### config.mk
export PLATFORM = sky130hd
export DESIGN_NAME = instr_encoder_loader_flat
export DESIGN_NICKNAME = d
export VERILOG_FILES = /design/src/rtl/instr_encoder_loader_if.sv /design/src/rtl/instr_encoder_loader.sv /design/src/flat_wrapper.sv
export SDC_FILE = /design/constraint.sdc
export NUM_CORES = 1
export LEC_CHECK = 0
export CORE_MARGIN = 4
export CORE_UTILIZATION = 43
export DETAILED_ROUTE_END_ITERATION = 10
export HOLD_SLACK_MARGIN = 0.08
export PLACE_DENSITY_LB_ADDON = 0.12
export SETUP_SLACK_MARGIN = 0.02
export SKIP_LAST_GASP = 1
export SYNTH_ARGS = -nofsm -noshare
export SYNTH_HDL_FRONTEND = slang
export SYNTH_SLANG_ARGS = --single-unit
### constraint.sdc
create_clock -name clk -period 4.55 [get_ports clk]
set_clock_uncertainty 0.1 [all_clocks]
set_input_delay 0.91 -clock clk [delete_from_list [all_inputs] [get_ports clk]]
set_output_delay 0.91 -clock clk [all_outputs]
set_load 0.02 [all_outputs]
### src/rtl/instr_encoder_loader_if.sv
// instr_encoder_loader_if: mnemonic input handshake plus instruction-memory write port.
//   master: drives in_valid and the mnemonic fields, observes in_ready and the imem write port
//   slave : the loader side, accepts mnemonics and drives the imem write port
interface instr_encoder_loader_if #(
    parameter int AW = 6
);
    logic          in_valid;
    logic          in_ready;
    logic [3:0]    in_op;
    logic [4:0]    in_rs;
    logic [4:0]    in_rt;
    logic [4:0]    in_rd;
    logic [15:0]   in_imm;
    logic [25:0]   in_target;
    logic          imem_we;
    logic [AW-1:0] imem_addr;
    logic [31:0]   imem_wdata;
    modport master (
        output in_valid, in_op, in_rs, in_rt, in_rd, in_imm, in_target,
        input  in_ready, imem_we, imem_addr, imem_wdata
    );
    modport slave (
        input  in_valid, in_op, in_rs, in_rt, in_rd, in_imm, in_target,
        output in_ready, imem_we, imem_addr, imem_wdata
    );
endinterface

### src/rtl/instr_encoder_loader.sv
// instr_encoder_loader: encodes symbolic MIPS mnemonics and writes them sequentially into instruction memory.
//   clk, rst : clock and synchronous active-high reset
//   start    : one-cycle pulse that opens a load session (ignored while loading)
//   bus      : mnemonic valid/ready input and registered imem write port (word address auto-increments)
//   count    : words written this session
//   done     : session finished (END seen or memory full)
//   err      : sticky, set by an invalid mnemonic until the next start or rst
module instr_encoder_loader #(
    parameter int DEPTH = 64,
    parameter int AW    = 6
) (
    input  logic                         clk,
    input  logic                         rst,
    input  logic                         start,
    instr_encoder_loader_if.slave        bus,
    output logic [AW:0]                  count,
    output logic                         done,
    output logic                         err
);
    typedef enum logic [1:0] {IDLE, LOAD, DONE} state_t;
    localparam logic [AW:0] FULL = (AW+1)'(DEPTH);
    state_t state, state_n;
    logic xfer, enc_ok, bad, clr;
    logic [31:0] enc;
    assign bus.in_ready = state == LOAD && count < FULL;
    assign xfer = bus.in_valid && bus.in_ready;
    assign done = state == DONE;
    assign clr = start && state != LOAD;
    always_comb begin
        enc = '0;
        enc_ok = 1'b1;
        bad = 1'b0;
        case (bus.in_op)
            4'd0: enc = {6'b000000, bus.in_rs, bus.in_rt, bus.in_rd, 5'd0, 6'b100000};
            4'd1: enc = {6'b000000, bus.in_rs, bus.in_rt, bus.in_rd, 5'd0, 6'b100010};
            4'd2: enc = {6'b000000, bus.in_rs, bus.in_rt, bus.in_rd, 5'd0, 6'b100100};
            4'd3: enc = {6'b000000, bus.in_rs, bus.in_rt, bus.in_rd, 5'd0, 6'b100101};
            4'd4: enc = {6'b000000, bus.in_rs, bus.in_rt, bus.in_rd, 5'd0, 6'b101010};
            4'd5: enc = {6'b001000, bus.in_rs, bus.in_rt, bus.in_imm};
            4'd6: enc = {6'b000100, bus.in_rs, bus.in_rt, bus.in_imm};
            4'd7: enc = {6'b100011, bus.in_rs, bus.in_rt, bus.in_imm};
            4'd8: enc = {6'b101011, bus.in_rs, bus.in_rt, bus.in_imm};
            4'd9: enc = {6'b000010, bus.in_target};
            4'd15: enc_ok = 1'b0;
            default: begin
                enc_ok = 1'b0;
                bad = 1'b1;
            end
        endcase
    end
    // leave LOAD on END, or on the word that fills the memory
    always_comb begin
        state_n = state;
        case (state)
            IDLE: if (start) state_n = LOAD;
            LOAD: if (xfer && (bus.in_op == 4'd15 || (enc_ok && count == FULL - 1'b1))) state_n = DONE;
            DONE: if (start) state_n = LOAD;
            default: state_n = IDLE;
        endcase
    end
    always_ff @(posedge clk) begin
        if (rst) state <= IDLE;
        else state <= state_n;
    end
    // count doubles as the write pointer: both clear on start and advance together
    always_ff @(posedge clk) begin
        if (rst) begin
            bus.imem_we <= 1'b0;
            bus.imem_addr <= '0;
            bus.imem_wdata <= '0;
            count <= '0;
            err <= 1'b0;
        end else begin
            bus.imem_we <= xfer && enc_ok;
            if (xfer && enc_ok) begin
                bus.imem_addr <= count[AW-1:0];
                bus.imem_wdata <= enc;
                count <= count + 1'b1;
            end
            if (xfer && bad) err <= 1'b1;
            if (clr) begin
                count <= '0;
                err <= 1'b0;
            end
        end
    end
endmodule
### src/flat_wrapper.sv
// flat-port wrapper written by rule: the top's interface ports become plain ports
module instr_encoder_loader_flat 
#(
    parameter int DEPTH = 64,
    parameter int AW    = 6
)
  (clk, rst, start, count, done, err, bus_in_valid, bus_in_op, bus_in_rs, bus_in_rt, bus_in_rd, bus_in_imm, bus_in_target, bus_in_ready, bus_imem_we, bus_imem_addr, bus_imem_wdata);
  instr_encoder_loader_if #(.AW(AW)) bus_i ();
  input  logic clk;
  input  logic rst;
  input  logic start;
  output logic [AW:0] count;
  output logic done;
  output logic err;
  input wire logic [$bits(bus_i.in_valid)-1:0] bus_in_valid;
  input wire logic [$bits(bus_i.in_op)-1:0] bus_in_op;
  input wire logic [$bits(bus_i.in_rs)-1:0] bus_in_rs;
  input wire logic [$bits(bus_i.in_rt)-1:0] bus_in_rt;
  input wire logic [$bits(bus_i.in_rd)-1:0] bus_in_rd;
  input wire logic [$bits(bus_i.in_imm)-1:0] bus_in_imm;
  input wire logic [$bits(bus_i.in_target)-1:0] bus_in_target;
  output wire logic [$bits(bus_i.in_ready)-1:0] bus_in_ready;
  output wire logic [$bits(bus_i.imem_we)-1:0] bus_imem_we;
  output wire logic [$bits(bus_i.imem_addr)-1:0] bus_imem_addr;
  output wire logic [$bits(bus_i.imem_wdata)-1:0] bus_imem_wdata;
  assign bus_i.in_valid = bus_in_valid;
  assign bus_i.in_op = bus_in_op;
  assign bus_i.in_rs = bus_in_rs;
  assign bus_i.in_rt = bus_in_rt;
  assign bus_i.in_rd = bus_in_rd;
  assign bus_i.in_imm = bus_in_imm;
  assign bus_i.in_target = bus_in_target;
  assign bus_in_ready = bus_i.in_ready;
  assign bus_imem_we = bus_i.imem_we;
  assign bus_imem_addr = bus_i.imem_addr;
  assign bus_imem_wdata = bus_i.imem_wdata;
  instr_encoder_loader #(.DEPTH(DEPTH), .AW(AW)) u_core (.clk(clk), .rst(rst), .start(start), .bus(bus_i), .count(count), .done(done), .err(err));
endmodule
* Word level (Yosys, flattened, before mapping)
Cells that the tools add are included.
Word-level totals: bits in registers 49, input port bits 65, logic and storage cells 45
Operators by class: $add $sub $neg 1, $lt $le $gt $ge 1, equality and inequality tests 16, multiplexer cells 6, reductions and logical operators 15
Operators by type and width (count):
- 32-bit one-hot mux with 10 select lines | 1
- 4-bit by 3-bit equality test with 1-bit output (second input constant) | 4
- 4-bit equality test (second input constant) | 3
- 11-bit OR reduction | 1
- 10-bit OR reduction | 1
- 4-bit by 2-bit equality test with 1-bit output (second input constant) | 2
- 7-bit by 1-bit adder with 7-bit output (second input constant) | 1
- 7-bit by 6-bit equality test with 1-bit output (second input constant) | 1
- 1-bit logical AND | 7
- 7-bit less-than comparator (second input constant) | 1
- 4-bit by 1-bit equality test with 1-bit output (second input constant) | 1
- 4-bit zero test | 1
- 2-bit 2-to-1 mux | 2
- 2-bit by 1-bit != test with 1-bit output (second input constant) | 2
- 2-bit one-hot mux with 2 select lines | 1
- 2-bit OR reduction | 2
- 2-bit by 1-bit equality test with 1-bit output (second input constant) | 1
- 2-bit equality test (second input constant) | 1
- 2-bit zero test | 1
- 1-bit 2-to-1 mux | 2
- 2-bit != test (second input constant) | 1
- 2-bit AND reduction | 1
- 1-bit logical OR | 1

* Logic depth before layout (Yosys ltp)
Gate-level depths: netlist of run 1.
depth after elaboration 8, depth in mapped cells 7

* Worst setup path before layout of run 1
Ideal clock, no wire load.
path kind input to register, from in bus_in_op[2], to reg u_core.bus.imem_wdata[13], library setup time 137 ps, data arrival time 1986 ps, data required time 4313 ps, path slack 2326 ps, stages 7, path buffers 3, path through buf_6 -> and2b_4 -> buf_6 -> a21o_1 -> buf_6 -> a222oi_1 -> a211oi_1
Between the ends: cells in the longest elaborated chain, start to end 4
Ends and longest elaborated chain:
- start: declaration | line flat_wrapper.sv:16 | input wire logic [$bits(bus_i.in_op)-1:0] bus_in_op;
- 4-bit by 1-bit equality test with 1-bit output (tied with other cells) | line instr_encoder_loader.sv:33 | case (bus.in_op)
- 10-bit OR reduction (no source line)
- 1-bit 2-to-1 mux | line instr_encoder_loader.sv:33
- 1-bit logical AND | line instr_encoder_loader.sv:75 | if (xfer && enc_ok) begin
- end signal: assignment | line instr_encoder_loader.sv:77 | bus.imem_wdata <= enc;
- end: declaration | line instr_encoder_loader_if.sv:24 | output in_ready, imem_we, imem_addr, imem_wdata
Several ways; a longest one is shown, not always the timed one. A chain may end at the register's enable or synchronous reset.

* Worst setup path after layout of run 1
from in bus_in_op[1], to reg u_core.state[1]
Between the ends: cells in the longest elaborated chain, start to end 8
Ends and longest elaborated chain:
- 4-bit by 1-bit equality test with 1-bit output (tied with other cells) | line instr_encoder_loader.sv:33
- 10-bit OR reduction (no source line)
- 1-bit 2-to-1 mux | line instr_encoder_loader.sv:33
- 1-bit logical AND | line instr_encoder_loader.sv:56 | LOAD: if (xfer && (bus.in_op == 4'd15 || (enc_ok && count == FULL - 1'b1))) state_n = DONE;
- 1-bit logical OR (*) | line instr_encoder_loader.sv:56
- 1-bit logical AND (*) | line instr_encoder_loader.sv:56
- 2-bit != test (no source line) (*)
- 2-bit AND reduction (no source line) (*)
- end signal: assignment | line instr_encoder_loader.sv:63 | else state <= state_n;
- end: declaration | line instr_encoder_loader.sv:22 | state_t state, state_n;
Every way passes the cells marked *; elsewhere a longest branch is shown, timed or not.

==> results.toml, run 1 <==
[synthesis]
syn_avg_cell_area_um2 = 9.02
synthArstFlopShare_pct = 0
yosys_warnings = 0
synth_seq_cells = 47
synthCells = 250
ys.flop_type = "dfxtp_1"
yosys.cell_types.count = 46
yosysSeqAreaShare_pct = 41.7
synth_area_um2 = 2250
synth_nets = 316
synth-edff-count = 0

[critical_path]
arrival_ns = 3.38
required_ns = 4.59
cp_max_fo = 29
crit_type = "in -> reg"
critPathCaptureType = "register"
crit_path_start_kind = "primary input"

[timing]
setup_slack_ns = 1.21
fmax_ghz = 0.300
maxSlewViolCount = 0
fin_crit_ns = 3.34
relSlewSlack_pct = 19.6
tns_ns = 0
finalSetupViolations = 0
hold_viol_final = 0
tightest_slew_ns = 1.21
holdWs_ns = 0.362
rsz0062_at_grt = "no"
fin_crit_sh_pct = 73.3

[clock_tree]
cts_tree = "yes"
clk_pin_slew_ns = 0.09
root_buffer = "clkbuf_8"
cts_buffer_depth = 2
cts_num_sinks = 47
post-cts-setup-buffer-count = 0
cts_hold_buf = 0
insertion_delay_ns = 0.29
h-tree-depth = 2
cts_inserted_buffers = 5
cts.repair.resized = 0

[pwr]
seqPwrFrac_pct = 45.5
swShare_pct = 25.5
p_int_mw = 0.719
max-vdd-ir-drop_v = 0.000213
switchingPower_mw = 0.246
p_per_area_nw_per_um2 = 279
clock_power_share_pct = 32.4
power_frac_comb_pct = 22.2
total_leakage_power_nw = 1.21

[floorplanning]
design.die.area_um2 = 6470
die_w_um = 80.4
io_pins = 114
core_area_um2 = 5110
dieHeight_um = 80.4
num_rows = 26
initial_core_util_pct = 44.1

[global_route]
grt_max_degree = 31
grt_pass1_wl_mm = 10.4
grt_pass1_vias = 2206
grt_use_total_pct = 20.3
antenna_found_initial = 0
grt_overflow = 0

[routing]
avgViaCountPerCell = 5.29
num_vias = 2232
drt_iter0_markers = 104
wl_per_cell_um = 15.3
drt_wl_total_mm = 6.46
drc = 0
drtAntennaViolNets = 0
drt_pre_antenna_iters = 4

[finish]
diodes = 0
seq_area_um2 = 941
syn_to_final_growth_pct = 53.5
multiInputGateArea_um2 = 1160
nets = 417
drive_above_1_share_pct = 8.24
fill_cells = 447

[hold_path]
hold_path_class = "reg -> reg"

[outcome]
outcome = "finished, final reports clean"

[placed_design]
place_ws_ns = 0.960
post-dp-hpwl_mm = 4.65
place_congestion = 0.865
io_buffers = 112

[job]
drv_cap = 0
[state kept, by name (all words and copies together), names as in the netlist]
name,count
u_core.err,1
u_core.bus.imem_addr,6
u_core.bus.imem_we,1
u_core.bus.imem_wdata,30
u_core.state,2
u_core.count,7
[routing by layer]
layer	vias to the layer above	wire length, um	GRT usage, %	part of all wire [%]
met2	77	3130	35.0	48
met4	0	138	7.26	2.1
met3	11	391	4.04	6.1
met5	-	0	0	0
li1	1120	-	-	-
met1	1024	2790	25.0	43
[layout make-up]
class | count | share of cell area, %
multi-input combinational | 179 | 33.4
sequential | 47 | 27.2
clock inverter | 2 | 1.01
timing repair buffer | 116 | 33.3
tap | 70 | 2.53
clock buffer | 6 | 2.39
inverter | 2 | 0.217
[power groups by stage]
stage / sequential [mW] / combinational (mW) / clock, mW
6_report: 0.439 / 0.214 / 0.312
5_1_grt: 0.441 / 0.231 / 0.339
4_1_cts: 0.439 / 0.216 / 0.321
3_5_place_dp: 0.448 / 0.214 / 0
3_3_place_gp: 0.448 / 0.212 / 0
2_1_floorplan: 0.469 / 0.0876 / 0
[Yosys cell counts, drive strengths merged, types with 2 or more instances]
library cell | n | area (um2)
xnor2 | 5 | 43.8
a21oi | 13 | 65.1
nand3 | 2 | 10.0
clkbuf | 9 | 33.8
nor2b | 2 | 12.5
buf | 13 | 116
nor3b | 4 | 41.3
nor3 | 20 | 100
a211oi | 8 | 60.1
o21ai | 7 | 46.3
a222oi | 5 | 50.1
nor2 | 42 | 165
a311oi | 5 | 43.8
a221oi | 16 | 196
and2b | 2 | 17.5
dfxtp | 47 | 941
inv | 2 | 7.50
a22oi | 2 | 15.0
a21o | 7 | 52.6
nand2 | 19 | 71.3
or2 | 2 | 12.5
nand2b | 3 | 18.8
[through the flow]
stage	instance area [um2]	power [mW]	utilization, %	std cells
2_1_floorplan	2250	0.556	-	250
3_3_place_gp	3340	0.660	65.5	414
3_5_place_dp	3340	0.662	65.5	414
4_1_cts	3460	0.975	67.8	422
5_1_grt	3460	1.01	67.8	422
6_report	3460	0.965	67.8	422
[cell usage in the layout (no fill, tap or decap), types with 2 or more instances in the layout]
cell and instances:
nor3_1 20, nand2b_1 3, a221oi_2 9, a222oi_1 5, nor3b_1 3, nor2b_1 2
dfxtp_1 47, xnor2_1 5, clkdlybuf4s50_1 112, nor2_1 41, nand2_1 19, clkbuf_8 6
a211oi_1 8, o21ai_0 6, a311oi_1 5, a21o_1 7, a21oi_1 13, a22oi_1 2
a221oi_1 7, buf_4 4, nand3_1 2
[worst max-delay path, cell delays in order]
cell and delay [ns]:
clkdlybuf4s50_1 0.85, o21a_4 0.28, or2_1 0.93, o32a_1 0.33, a21oi_1 0.07
[cell families (layout without fill, tap and decap cells)]
kind of cell	count (synthesis)	in the layout	share of synthesized area, %
AOI/OAI and AO/OA	69	69	26.0
xor gates and xnor gates	5	5	1.94
adders and majority gates	1	1	0.555
buffers and inverters	24	126	6.99
DFF	47	47	41.7
other	1	1	0.166
and+or+nand+nor	103	103	22.6
[final timing paths]
check	cells after the start	slack (ns)	start	endpoint
setup / recovery	5	1.21	bus_in_op[1]	u_core.state[1]$_SDFFE_PP0P_
hold / removal	2	0.36	u_core.bus.imem_addr[3]$_SDFFE_PP0P_	u_core.bus.imem_addr[3]$_SDFFE_PP0P_
hold reg to reg	2	0.36	u_core.bus.imem_addr[3]$_SDFFE_PP0P_	u_core.bus.imem_addr[3]$_SDFFE_PP0P_
setup reg to reg	5	2.24	u_core.count[6]$_SDFFE_PP0P_	u_core.state[1]$_SDFFE_PP0P_
Note: power is estimated with default switching activity, not from simulation.
==> inputs of run 2 (changes only) <==
--- a/config.mk
+++ b/config.mk
@@ -6,7 +6,7 @@
 export NUM_CORES = 1
 export LEC_CHECK = 0
 export CORE_MARGIN = 4
-export CORE_UTILIZATION = 43
+export CORE_UTILIZATION = 40
 export DETAILED_ROUTE_END_ITERATION = 10
 export HOLD_SLACK_MARGIN = 0.08
 export PLACE_DENSITY_LB_ADDON = 0.12
==> constraint.sdc (replaced) <==
create_clock -name clk -period 3.3 [get_ports clk]
set_clock_uncertainty 0.1 [all_clocks]
set_input_delay 0.66 -clock clk [delete_from_list [all_inputs] [get_ports clk]]
set_output_delay 0.66 -clock clk [all_outputs]
set_load 0.02 [all_outputs]
==> results.toml, run 2 (synthesis results as in run 1) <==
[outcome]
outcome = "finished, final reports clean"

[finish]
final_common_cell = "clkdlybuf4s50_1"
design_area_um2 = 3480
nets = 421
drive_above_1_share_pct = 9.27
top_register = "u_core.bus.imem_wdata"
diodes = 0
top_regs = "u_core.bus.imem_wdata x30, u_core.count x7, u_core.bus.imem_addr x6"
final_cell_mix = "clkdlybuf4s50_1 (112), dfxtp_1 (47), nor2_1 (41)"
stdcell_count = 428
syn_to_final_growth_pct = 54.2
fill_cells = 502
largest_reg_flops = 30
final_core_util_pct = 63.5
multiInputGateArea_um2 = 1160
seq_area_um2 = 941

[clock_tree]
cts_num_sinks = 47
root_buffer = "clkbuf_8"
h-tree-depth = 2
post-cts-setup-buffer-count = 0
cts.repair.resized = 0
insertion_delay_ns = 0.30
clk_pin_slew_ns = 0.09
cts_tree = "yes"
cts_inserted_buffers = 5
cts_hold_buf = 0
cts_buffer_depth = 2

[routing]
drt_wl_total_mm = 6.61
drt_pre_antenna_iters = 6
drt_iter0_markers = 84
drtAntennaViolNets = 0
avgViaCountPerCell = 5.31
wl_per_cell_um = 15.5
drc = 0
num_vias = 2272

[job]
drv_cap = 0

[placed_design]
dp_cells = 420
io_buffers = 112
place_congestion = 0.800
place_ws_ns = 0.468
post-dp-hpwl_mm = 4.88
place_area_um2 = 3390

[timing]
tns_ns = 0
maxSlewViolCount = 0
relSlewSlack_pct = 53.9
tightest_slew_ns = 0.689
setup_slack_ns = 0.757
fin_crit_ns = 2.54
holdWs_ns = 0.361
fmax_ghz = 0.393
rsz0062_at_grt = "no"
hold_viol_final = 0
fin_crit_sh_pct = 77.1
finalSetupViolations = 0

[floorplanning]
io_pins = 114
num_rows = 27
core_area_um2 = 5470
die_w_um = 83.1
initial_core_util_pct = 41.2
dieHeight_um = 83.1
design.die.area_um2 = 6900

[global_route]
grt_overflow = 0
antenna_found_initial = 0
grt_use_total_pct = 19.4
grtUsageMet1_pct = 24.2
grt_busiest_layer = "met2"
met2_usage_pct = 32.6
use_met3_pct = 4.46
grt_pass1_wl_mm = 11.1
grt_max_degree = 38
grt_pass1_vias = 2254

[critical_path]
critical_path.slowest_cell = "clkdlybuf4s50_1"
path_cells = "clkdlybuf4s50_1 > nor4b_2 > a21o_1 > a222oi_1 > a211oi_1"
arrival_ns = 2.66
r2r_cells = 6
crit_type = "in -> reg"
crit_path_start_kind = "primary input"
required_ns = 3.41
cp_max_fo = 14
critPathCaptureType = "register"
cpPeakStageDelay_ns = 0.66

[pwr]
max-vdd-ir-drop_v = 0.000204
p_per_area_nw_per_um2 = 361
total_leakage_power_nw = 1.22
finalPower_mw = 1.25

[hold_path]
hold_path_depth = 2
hold_path_class = "reg -> reg"
## run 2: where the power goes
group	internal, mW	switching, mW
logic	0.158	0.143
clock network	0.149	0.198
registers	0.592	0.0139
total	0.900	0.355
## run 2: final timing paths
| kind | startpoint | end | slack (ns) |
|---|---|---|---|
| worst max-delay path | bus_in_op[0] | u_core.bus.imem_wdata[13]$_SDFFE_PP0P_ | 0.76 |
| worst min-delay path | u_core.bus.imem_wdata[28]$_SDFFE_PP0P_ | u_core.bus.imem_wdata[28]$_SDFFE_PP0P_ | 0.36 |
| worst max register to register | u_core.count[6]$_SDFFE_PP0P_ | u_core.bus.imem_wdata[26]$_SDFFE_PP0P_ | 1.48 |
| worst min register to register | u_core.bus.imem_wdata[28]$_SDFFE_PP0P_ | u_core.bus.imem_wdata[28]$_SDFFE_PP0P_ | 0.36 |
## run 2: layout make-up
class                           instances  area share, %
Clock buffer                            5           1.98
Sequential cell                        47           27.1
Tap cell                               72           2.59
Clock inverter                          3          0.540
Inverter                                2          0.216
Multi-Input combinational cell        179           33.3
Timing Repair Buffer                  120           34.3
## run 2: worst max-delay path, delay by kind of cell
| family | cells | cell delay [ns] |
|---|---|---|
| compound gates | 3 | 0.85 |
| buf+inv | 1 | 0.66 |
| simple gates | 1 | 0.49 |
## run 2: layer usage
metal / wire (um) / share of wire, %
met5: 0 / 0
met4: 140 / 2.1
met3: 377 / 5.7
met2: 3210 / 49
met1: 2880 / 44
